==> config.mk <==
export PLATFORM = sky130hd
export DESIGN_NAME = sram_mmu
export DESIGN_NICKNAME = d
export VERILOG_FILES = /design/src/rtl/sram_mmu_pkg.sv /design/src/rtl/sram_mmu_pages.sv /design/src/rtl/sram_mmu.sv
export SDC_FILE = /design/constraint.sdc
export NUM_CORES = 1
export LEC_CHECK = 0
export ABC_CLOCK_PERIOD_IN_PS = 1500
export BUFFER_PORTS_ARGS = -buffer_cell sky130_fd_sc_hd__clkbuf_2
export CORE_MARGIN = 5
export CORE_UTILIZATION = 33
export DETAILED_ROUTE_END_ITERATION = 10
export SYNTH_ARGS = -nofsm -noshare
export SYNTH_HDL_FRONTEND = slang
export SYNTH_SLANG_ARGS = --single-unit
==> constraint.sdc <==
create_clock -name clk -period 1.5 [get_ports clk]
set_input_delay 0.075 -clock clk [delete_from_list [all_inputs] [get_ports clk]]
set_output_delay 0.075 -clock clk [all_outputs]
set_load 0.02 [all_outputs]
==> src/rtl/sram_mmu_pkg.sv <==
// Shared definitions for the paged SRAM controller: FSM states, I/O port
// offsets within the block's port window and the reset page mapping.
package sram_mmu_pkg;

    typedef enum logic [2:0] {
        ST_IDLE,
        ST_SETUP,
        ST_STROBE,
        ST_HOLD,
        ST_DONE
    } mmu_state_t;

    localparam int NUM_PAGES = 4;

    localparam logic [2:0] IO_PAGE0 = 3'd0;
    localparam logic [2:0] IO_PAGE1 = 3'd1;
    localparam logic [2:0] IO_PAGE2 = 3'd2;
    localparam logic [2:0] IO_PAGE3 = 3'd3;
    localparam logic [2:0] IO_CTRL  = 3'd4;

    localparam int CTRL_ROM_DIS = 0;

    // Out of reset the CPU sees an identity map of the first 64 KB of SRAM.
    function automatic logic [7:0] pageResetValue(input int unsigned idx);
        return 8'(idx);
    endfunction

endpackage

==> src/rtl/sram_mmu_pages.sv <==
// Page register file and ROM overlay latch, written and read through the
// block's I/O port window. Writes land once per I/O write strobe.
module sram_mmu_pages
    import sram_mmu_pkg::*;
#(
    parameter int         PAGE_BITS = 4,
    parameter logic [7:0] IO_BASE   = 8'h78
) (
    input  logic                                 clk,
    input  logic                                 n_reset,
    input  logic [7:0]                           i_ioAddr,
    input  logic                                 i_nIorq,
    input  logic                                 i_nRd,
    input  logic                                 i_nWr,
    input  logic [PAGE_BITS-1:0]                 i_pageData,
    input  logic                                 i_ctrlRomDis,
    output logic [NUM_PAGES-1:0][PAGE_BITS-1:0]  o_pages,
    output logic                                 o_romEn,
    output logic                                 o_ioCs,
    output logic [7:0]                           o_ioDout
);

    logic [NUM_PAGES-1:0][PAGE_BITS-1:0] r_pages;
    logic                                r_romEn;
    logic                                r_nWrPrev;
    logic                                w_ioSel;
    logic                                w_wrStrobe;

    assign w_ioSel    = !i_nIorq && (i_ioAddr[7:3] == IO_BASE[7:3]) && (i_ioAddr[2:0] <= IO_CTRL);
    assign w_wrStrobe = w_ioSel && !i_nWr && r_nWrPrev;

    assign o_pages = r_pages;
    assign o_romEn = r_romEn;
    assign o_ioCs  = w_ioSel && !i_nRd;

    // Register file update on the first clock of each I/O write strobe.
    always_ff @(posedge clk) begin
        if (!n_reset) begin
            r_nWrPrev <= 1'b1;
            r_romEn   <= 1'b1;
            for (int i = 0; i < NUM_PAGES; i++) begin
                r_pages[i] <= PAGE_BITS'(pageResetValue(i));
            end
        end else begin
            r_nWrPrev <= i_nWr;
            if (w_wrStrobe) begin
                case (i_ioAddr[2:0])
                    IO_PAGE0, IO_PAGE1, IO_PAGE2, IO_PAGE3: r_pages[i_ioAddr[1:0]] <= i_pageData;
                    IO_CTRL: if (i_ctrlRomDis) r_romEn <= 1'b0;
                    default: ;
                endcase
            end
        end
    end

    // Readback mux: page registers zero-extended, control shows the ROM latch.
    always_comb begin
        o_ioDout = 8'h00;
        case (i_ioAddr[2:0])
            IO_PAGE0, IO_PAGE1, IO_PAGE2, IO_PAGE3: o_ioDout = 8'(r_pages[i_ioAddr[1:0]]);
            IO_CTRL: o_ioDout = {7'b0, r_romEn};
            default: o_ioDout = 8'h00;
        endcase
    end

endmodule

==> src/rtl/sram_mmu.sv <==
// Paged SRAM controller: maps Z80 addresses through four page registers,
// handles the boot ROM overlay and sequences CS/OE/WE with wait states,
// holding the CPU on wait_n until the SRAM cycle has completed.
module sram_mmu
    import sram_mmu_pkg::*;
#(
    parameter int         WAIT_STATES = 2,
    parameter int         PAGE_BITS   = 4,
    parameter logic [7:0] IO_BASE     = 8'h78
) (
    input  logic                    clk,
    input  logic                    n_reset,
    input  logic [15:0]             cpu_addr,
    input  logic [7:0]              cpu_dout,
    input  logic                    n_mreq,
    input  logic                    n_iorq,
    input  logic                    n_rd,
    input  logic                    n_wr,
    input  logic [7:0]              sram_rdata,
    output logic                    wait_n,
    output logic                    rom_sel,
    output logic [7:0]              mem_dout,
    output logic                    io_cs,
    output logic [7:0]              io_dout,
    output logic [PAGE_BITS+13:0]   sram_addr,
    output logic [7:0]              sram_wdata,
    output logic                    sram_drive,
    output logic                    n_sram_cs,
    output logic                    n_sram_oe,
    output logic                    n_sram_we
);

    localparam int             CW         = (WAIT_STATES > 1) ? $clog2(WAIT_STATES) : 1;
    localparam logic [CW-1:0]  LAST_COUNT = CW'(WAIT_STATES - 1);

    mmu_state_t                           r_state;
    mmu_state_t                           w_nextState;
    logic [PAGE_BITS+13:0]                r_addr;
    logic [7:0]                           r_wdata;
    logic                                 r_write;
    logic [CW-1:0]                        r_count;
    logic [7:0]                           r_memDout;
    logic [NUM_PAGES-1:0][PAGE_BITS-1:0]  w_pages;
    logic                                 w_romEn;
    logic                                 w_mreq;
    logic                                 w_romHit;
    logic                                 w_sramReq;
    logic                                 w_lastStrobe;

    sram_mmu_pages #(
        .PAGE_BITS (PAGE_BITS),
        .IO_BASE   (IO_BASE)
    ) u_pages (
        .clk          (clk),
        .n_reset      (n_reset),
        .i_ioAddr     (cpu_addr[7:0]),
        .i_nIorq      (n_iorq),
        .i_nRd        (n_rd),
        .i_nWr        (n_wr),
        .i_pageData   (cpu_dout[PAGE_BITS-1:0]),
        .i_ctrlRomDis (cpu_dout[CTRL_ROM_DIS]),
        .o_pages      (w_pages),
        .o_romEn      (w_romEn),
        .o_ioCs       (io_cs),
        .o_ioDout     (io_dout)
    );

    assign w_mreq       = !n_mreq && (!n_rd || !n_wr);
    assign w_romHit     = w_romEn && (cpu_addr[15:13] == 3'b000) && !n_rd;
    assign w_sramReq    = w_mreq && !w_romHit;
    assign w_lastStrobe = (r_count == LAST_COUNT);

    assign rom_sel    = w_mreq && w_romHit;
    assign wait_n     = !n_reset || !(w_sramReq && (r_state != ST_DONE));
    assign sram_addr  = r_addr;
    assign sram_wdata = r_wdata;
    assign mem_dout   = r_memDout;

    // FSM state register.
    always_ff @(posedge clk) begin
        if (!n_reset) begin
            r_state <= ST_IDLE;
        end else begin
            r_state <= w_nextState;
        end
    end

    // Next state and SRAM strobes; a dropped request cuts the strobe short.
    always_comb begin
        w_nextState = r_state;
        n_sram_cs   = 1'b1;
        n_sram_oe   = 1'b1;
        n_sram_we   = 1'b1;
        sram_drive  = 1'b0;
        case (r_state)
            ST_IDLE: begin
                if (w_sramReq) w_nextState = ST_SETUP;
            end
            ST_SETUP: begin
                n_sram_cs  = 1'b0;
                n_sram_oe  = r_write;
                sram_drive = r_write;
                w_nextState = w_sramReq ? ST_STROBE : ST_HOLD;
            end
            ST_STROBE: begin
                n_sram_cs  = 1'b0;
                n_sram_oe  = r_write;
                n_sram_we  = !r_write;
                sram_drive = r_write;
                if (!w_sramReq || w_lastStrobe) w_nextState = ST_HOLD;
            end
            ST_HOLD: begin
                n_sram_cs  = 1'b0;
                sram_drive = r_write;
                w_nextState = ST_DONE;
            end
            ST_DONE: begin
                if (!w_sramReq) w_nextState = ST_IDLE;
            end
            default: w_nextState = ST_IDLE;
        endcase
    end

    // Cycle datapath: latch address/data at start, count wait states, capture read data.
    always_ff @(posedge clk) begin
        if (!n_reset) begin
            r_addr    <= '0;
            r_wdata   <= 8'h00;
            r_write   <= 1'b0;
            r_count   <= '0;
            r_memDout <= 8'h00;
        end else begin
            case (r_state)
                ST_IDLE: begin
                    if (w_sramReq) begin
                        r_addr  <= {w_pages[cpu_addr[15:14]], cpu_addr[13:0]};
                        r_write <= !n_wr;
                        r_wdata <= cpu_dout;
                    end
                end
                ST_SETUP: r_count <= '0;
                ST_STROBE: begin
                    if (w_sramReq && w_lastStrobe) begin
                        if (!r_write) r_memDout <= sram_rdata;
                    end else begin
                        r_count <= r_count + CW'(1);
                    end
                end
                default: ;
            endcase
        end
    end

endmodule

==> Word-level counts from Yosys, hierarchy flattened <==
Index checks and enable logic that the tools add are counted.
{ "word_totals": {"word_cells": 89, "regBits": 57, "in_bits": 38} }
{ "op_classes": {"muxes": 19, "n_eq_ne": 14, "n_addsub": 1, "n_lt_le_gt_ge": 4, "n_reduce_logical": 38, "n_bitwise": 1} }
{ "ops": {"columns": ["cell", "count"], "rows": [
  ["4-bit binary-select mux with 2-bit select", 2],
  ["16-bit bitwise mux", 1],
  ["3-bit one-hot mux with 5 select lines", 1],
  ["1-bit logical AND", 13],
  ["3-bit by 2-bit == test with 1-bit output (second input constant)", 4],
  ["4-bit 2-to-1 mux", 3],
  ["1-bit zero test", 9],
  ["3-bit zero test", 3],
  ["3-bit 2-to-1 mux", 3],
  ["3-bit AND reduction", 3],
  ["4-bit demux with 2-bit select", 1],
  ["2-bit != test (second input constant)", 4],
  ["4-bit one-hot mux with 2 select lines", 1],
  ["3-bit by 1-bit == test with 1-bit output (second input constant)", 2],
  ["3-bit == test (second input constant)", 2],
  ["2-bit by 3-bit less-than comparator with 1-bit output (second input constant)", 2],
  ["1-bit 2-to-1 mux", 6],
  ["2-bit AND reduction", 3],
  ["5-bit by 4-bit == test with 1-bit output (second input constant)", 1],
  ["4-bit OR reduction", 1],
  ["3-bit less-or-equal comparator (second input constant)", 1],
  ["1-bit logical OR", 3],
  ["3-bit != test (second input constant)", 1],
  ["3-bit OR reduction", 1],
  ["6 further kinds", 6]
]} }

==> Logic depth before layout (Yosys ltp) <==
{ "depth": {"ltp_word": 9, "ltp_mapped": 7} }

==> Modules after synthesis <==
From an unflattened synthesis, not the netlist that was laid out.
{ "hier_totals": {"hier_cells": 258, "hier_area_um2": 2807.7} }
{ "by_module_without_submodules": {"columns": ["module", "seq_area_each_um2", "cells_per_inst", "n_inst", "area_per_inst_um2"], "rows": [
  ["sram_mmu", 780.7, 164, 1, 1785.5],
  ["sram_mmu_pages", 360.3, 94, 1, 1022.2]
]} }

==> Worst setup path before layout <==
Ideal clock, no wire load.
{ "synth_timing": {"path_kind": "reg2reg", "start": "register u_pages.r_romEn (netlist: u_pages.o_romEn)", "end": "register r_addr[0] (netlist: sram_addr[0])", "path_buffers": 2, "period_less_slack_ns": 1.605, "path_stages_with_launch": 7, "path_slack_ns": -0.105, "required_ns": 1.384, "t_arrival_ns": 1.489, "cell_sequence": "dfxtp_1 or4b_4 o211ai_2 buf_6 buf_12 mux2i_1 nor2b_1"} }
{ "synth_between": {"elab_chain_len": 5} }
{ "synth_lines": {"columns": ["element", "line_no", "text"], "rows": [
  ["start, declared", "sram_mmu_pages.sv:24", "logic r_romEn;"],
  ["start signal, assigned", "sram_mmu_pages.sv:40", "r_romEn <= 1'b1;"],
  ["start signal, assigned", "sram_mmu_pages.sv:49", "IO_CTRL: if (i_ctrlRomDis) r_romEn <= 1'b0;"],
  ["1-bit logical AND (2 in series)", "sram_mmu.sv:69", "assign w_romHit = w_romEn && (cpu_addr[15:13] == 3'b000) && !n_rd;"],
  ["1-bit zero test", "sram_mmu.sv:70", "assign w_sramReq = w_mreq && !w_romHit;"],
  ["1-bit logical AND", "sram_mmu.sv:70", null],
  ["2-bit AND reduction (no line)", null, null],
  ["end signal, assigned", "sram_mmu.sv:136", "r_addr <= {w_pages[cpu_addr[15:14]], cpu_addr[13:0]};"],
  ["end, declared", "sram_mmu.sv:38", "logic [PAGE_BITS+13:0] r_addr;"]
]} }
No other way between the ends.
A chain may end at the register's enable or synchronous reset.

==> Worst setup path in the final report <==
{ "layout_timing": {"start": "register u_pages.r_romEn (netlist: u_pages.o_romEn)", "end": "register r_addr[3] (netlist: sram_addr[3])"} }
The elaborated chain is that of the path after synthesis.

==> results.tsv <==
stage	metric	value	unit
routing	num_vias	2262	
routing	routedWlPerCell	14.5	µm
power_and_ir_drop	cellInternalPower	3.19	mW
floorplanning	fp.dieW	98.9	µm
critical_path	crit_family	simple AND/OR/NAND/NOR gates	
yosys	count_of_mapped_cells_out_of_synthesis	260	
critical_path	crit_path_top_delay_cell	sky130_fd_sc_hd__or4b_4	
placement	final_estimated_routing_congestion_in_global_placement	0.785	
timing	finalSetupViolations	38	
cts	cts-root-to-sink-buffers	2	
yosys	synth_top_area_share	0.437	
routing	routed_wirelength	7090	µm
cells_and_area	antenna_cells_inserted	0	
timing	fin_hold_ws	0.0180	ns
run_status	failing_checks	setup timing	
critical_path	timing_worst_setup_path_type	reg2reg	
yosys	yosysMostFrequentCell	sky130_fd_sc_hd__dfxtp_1	
global_route	grtUsageTotal	0.141	
yosys	ys_warn_count	0	
routing	drt-initial-drc-count	41	
critical_path	critPathBufInv	3	
power_and_ir_drop	power_density	1150	nW/µm²
routing	postRouteAntennaNets	0	
cells_and_area	instances_no_fill	489	
cells_and_area	postLayoutCoreUtil	0.497	
cts	tritoncts_clock_tree	built	
floorplanning	rows	32	
cells_and_area	post_route_cells_drive_above_1_share	0.401	
critical_path	r2r-start	u_pages.o_romEn	
timing	final_hold_viol_count	0	
yosys	synth_area_leader_cell	sky130_fd_sc_hd__dfxtp_1	
yosys	synthFlopType	sky130_fd_sc_hd__dfxtp_1	
yosys	post_synth_num_cell_types	37	
yosys	synth.top_cells.by_count	57 x sky130_fd_sc_hd__dfxtp_1, 38 x sky130_fd_sc_hd__mux2i_1, 31 x sky130_fd_sc_hd__nand2_1	
critical_path	required	1.72	ns
global_route	total_global_routing_overflow	0	
routing	drt_drc_violations_left	0	
timing	crit_path_setup_slack_layout	-0.303	ns
timing	min_period	1.80	ns
placement	port-buffer-count	82	
floorplanning	floorplan.initialDensity	0.338	
critical_path	critPathMaxFanout	6	
global_route	grt_first_pass_wirelength	11000	µm
worst_hold_path	hold_path.startpoint	cpu_dout[7]	
power_and_ir_drop	p_switching	1.23	mW
cells_and_area	area_delta_synth_final	47.2	%
worst_hold_path	holdCritPathClass	in2reg	
yosys	postSynthAreaPerCell	10.0	µm²
power_and_ir_drop	seqPwrFrac	0.379	
power_and_ir_drop	clock_power_share	0.371	
critical_path	cp_data_arrival_time	2.02	ns
global_route	antenna_violations_before_repair	0	
cts	clk_transition_reported_paths	0.07	ns
yosys	ys_seq_area_frac	0.437	
floorplanning	floorplan.die_area	9780	µm²
run_status	run_status	finished, violations left	
floorplanning	die_h	98.9	µm
timing	timing.clock.skew	0.00860	ns
cts	cts_root_buf	sky130_fd_sc_hd__clkbuf_8	
cts	numClockSinks	57	
cts	ctsHtreeMaxLevel	3	
global_route	via_count_of_the_first_global_routing_pass	2264	
yosys	ys_top_cells_by_area	sky130_fd_sc_hd__dfxtp_1 44%, sky130_fd_sc_hd__mux2i_1 15%, sky130_fd_sc_hd__nor2b_1 6.7%, sky130_fd_sc_hd__nand2_1 4.5%, sky130_fd_sc_hd__mux4_1 4.0%	
yosys	synthArstFlopShare	0	
critical_path	critical_path.max_stage_delay	0.49	ns
placement	dpl.hpwl	4910	µm
power_and_ir_drop	comb_power_share	0.250	
cts	cts-buffers-inserted	9	
timing	grt_setup_unrepaired	true	
yosys	synth.ff_latch_count	57	
routing	drt-vias-per-instance	4.63	
critical_path	timing.critical_path.from	u_pages.o_romEn	
routing	detailedRoute.firstPassIterationCount	4	
critical_path	kind_of_start_point_of_the_critical_path	register	
power_and_ir_drop	p_leak	1.80	nW
floorplanning	placeableCoreArea	7730	µm²
yosys	synthesis.area	2610	µm²
power_and_ir_drop	switching_share	0.278	
run	max_cap_viol_count	0	
floorplanning	floorplan.io_pins	87	
timing	fin_crit_sh	1.20	
timing	report.final.slew_viol_count	0	
cells_and_area	finish.net_count	420	
cts	clk-insertion-delay-late	0.33	ns
yosys	synth_edf_count	0	
critical_path	worst_setup_path_end_kind	register	
timing	fmax	0.555	GHz
placement	place.detailed.instances	449	
power_and_ir_drop	ir_drop	0.427	mV
critical_path	crit_path_cell_trace	or4b_4 -> buf_6 -> o211ai_4 -> buf_12 -> clkbuf_16 -> mux2i_1 -> nor2b_1	
global_route	maximum_number_of_pins_on_one_net_before_global_route_repair	45	
sequential cells by signal, summed over array words and instances, names as in the netlist:
| name | flops |
|---|---|
| mem_dout | 8 |
| u_pages.r_nWrPrev | 1 |
| u_pages.o_pages | 16 |
| u_pages.o_romEn | 1 |
| r_write | 1 |
| r_state | 3 |
| r_count | 1 |
| sram_addr | 18 |
| sram_wdata | 8 |
area by class of cell:
type / count / area, µm²
clock inverters: 5 / 77.6
repair buffers: 129 / 935
fillers: 741 / 3890
multi-input cells: 182 / 1390
well taps: 102 / 128
clock buffers: 11 / 151
flip-flops and latches: 57 / 1150
inverters: 3 / 11.3
worst min-delay path: stages:
cell and delay, ns:
sky130_fd_sc_hd__clkbuf_2 0.08, sky130_fd_sc_hd__mux2i_1 0.05, sky130_fd_sc_hd__nor2b_1 0.10
per-stage QoR:
stage	power [mW]	setup TNS, ns	area (µm²)	worst slack [ns]
2_1_floorplan	2.32	-1.77	2620	-0.0924
3_3_place_gp	2.60	-3.41	3210	-0.119
3_5_place_dp	2.61	-4.67	3210	-0.182
4_1_cts	4.33	-7.85	3670	-0.295
5_1_grt	4.65	-11.01	3840	-0.348
6_report	4.42	-8.68	3840	-0.303
routing by layer:
layer / up-vias / part of all wire / track usage
li1: 1150 / - / -
met1: 1045 / 0.44 / 0.167
met2: 63 / 0.48 / 0.237
met3: 4 / 0.068 / 0.0538
met4: 0 / 0.0068 / 0.0410
met5: - / 0 / 0
final timing paths:
path,endpoint,slack [ns],cells past startpoint
max,sram_addr[3],-0.30,7
min,sram_wdata[7],0.02,3
max reg2reg,sram_addr[3],-0.30,7
min reg2reg,mem_dout[4],0.46,2
power groups by stage:
stage                     clock network [mW]  registers [mW]  logic, mW
after global placement                     0            1.70      0.908
after global routing                    1.77            1.69       1.19
after floorplan                            0            1.77      0.546
final                                   1.64            1.68       1.11
after CTS                               1.68            1.67      0.980
after detailed placement                   0            1.70      0.912
cell families after synthesis:
kind of cell,Yosys count,share of synthesized area
simple gates,106,0.222
flops,57,0.437
mux,45,0.212
compound gates,26,0.0585
buf+inv,24,0.0652
xor+xnor,1,0.00336
other cells,1,0.00144
placed cells by master, fill, tap and decap left out, types with 2 or more instances in the layout:
cell and count:
sky130_fd_sc_hd__inv_1 3, sky130_fd_sc_hd__dfxtp_1 49, sky130_fd_sc_hd__clkbuf_16 2, sky130_fd_sc_hd__mux4_2 3
sky130_fd_sc_hd__nor2_1 4, sky130_fd_sc_hd__mux4_1 4, sky130_fd_sc_hd__dlygate4sd3_1 15, sky130_fd_sc_hd__bufinv_16 2
sky130_fd_sc_hd__nand2_1 30, sky130_fd_sc_hd__conb_1 4, sky130_fd_sc_hd__mux2i_1 38, sky130_fd_sc_hd__buf_6 11
sky130_fd_sc_hd__nor2b_1 25, sky130_fd_sc_hd__nor2b_4 3, sky130_fd_sc_hd__buf_12 3, sky130_fd_sc_hd__nand3_1 14
sky130_fd_sc_hd__nor3_1 4, sky130_fd_sc_hd__dfxtp_2 7, sky130_fd_sc_hd__a21oi_1 5, sky130_fd_sc_hd__clkbuf_8 11
sky130_fd_sc_hd__and2_1 2, sky130_fd_sc_hd__buf_4 20, sky130_fd_sc_hd__nand2b_1 5, sky130_fd_sc_hd__clkinv_2 2
sky130_fd_sc_hd__nand4_1 3, sky130_fd_sc_hd__o21ai_0 14, sky130_fd_sc_hd__clkbuf_2 76
repair_timing:
| action | CTS | global route |
|---|---|---|
| gates cloned | 0 | 3 |
| hold endpoints to repair | 15 | 0 |
| setup buffers | 5 | 1 |
| endpoints found under the setup margin | 42 | 51 |
| pin swaps | 3 | 3 |
| resized for setup | 18 | 27 |
| hold buffers | 15 | 0 |
Power figures use the tool's default switching activity.
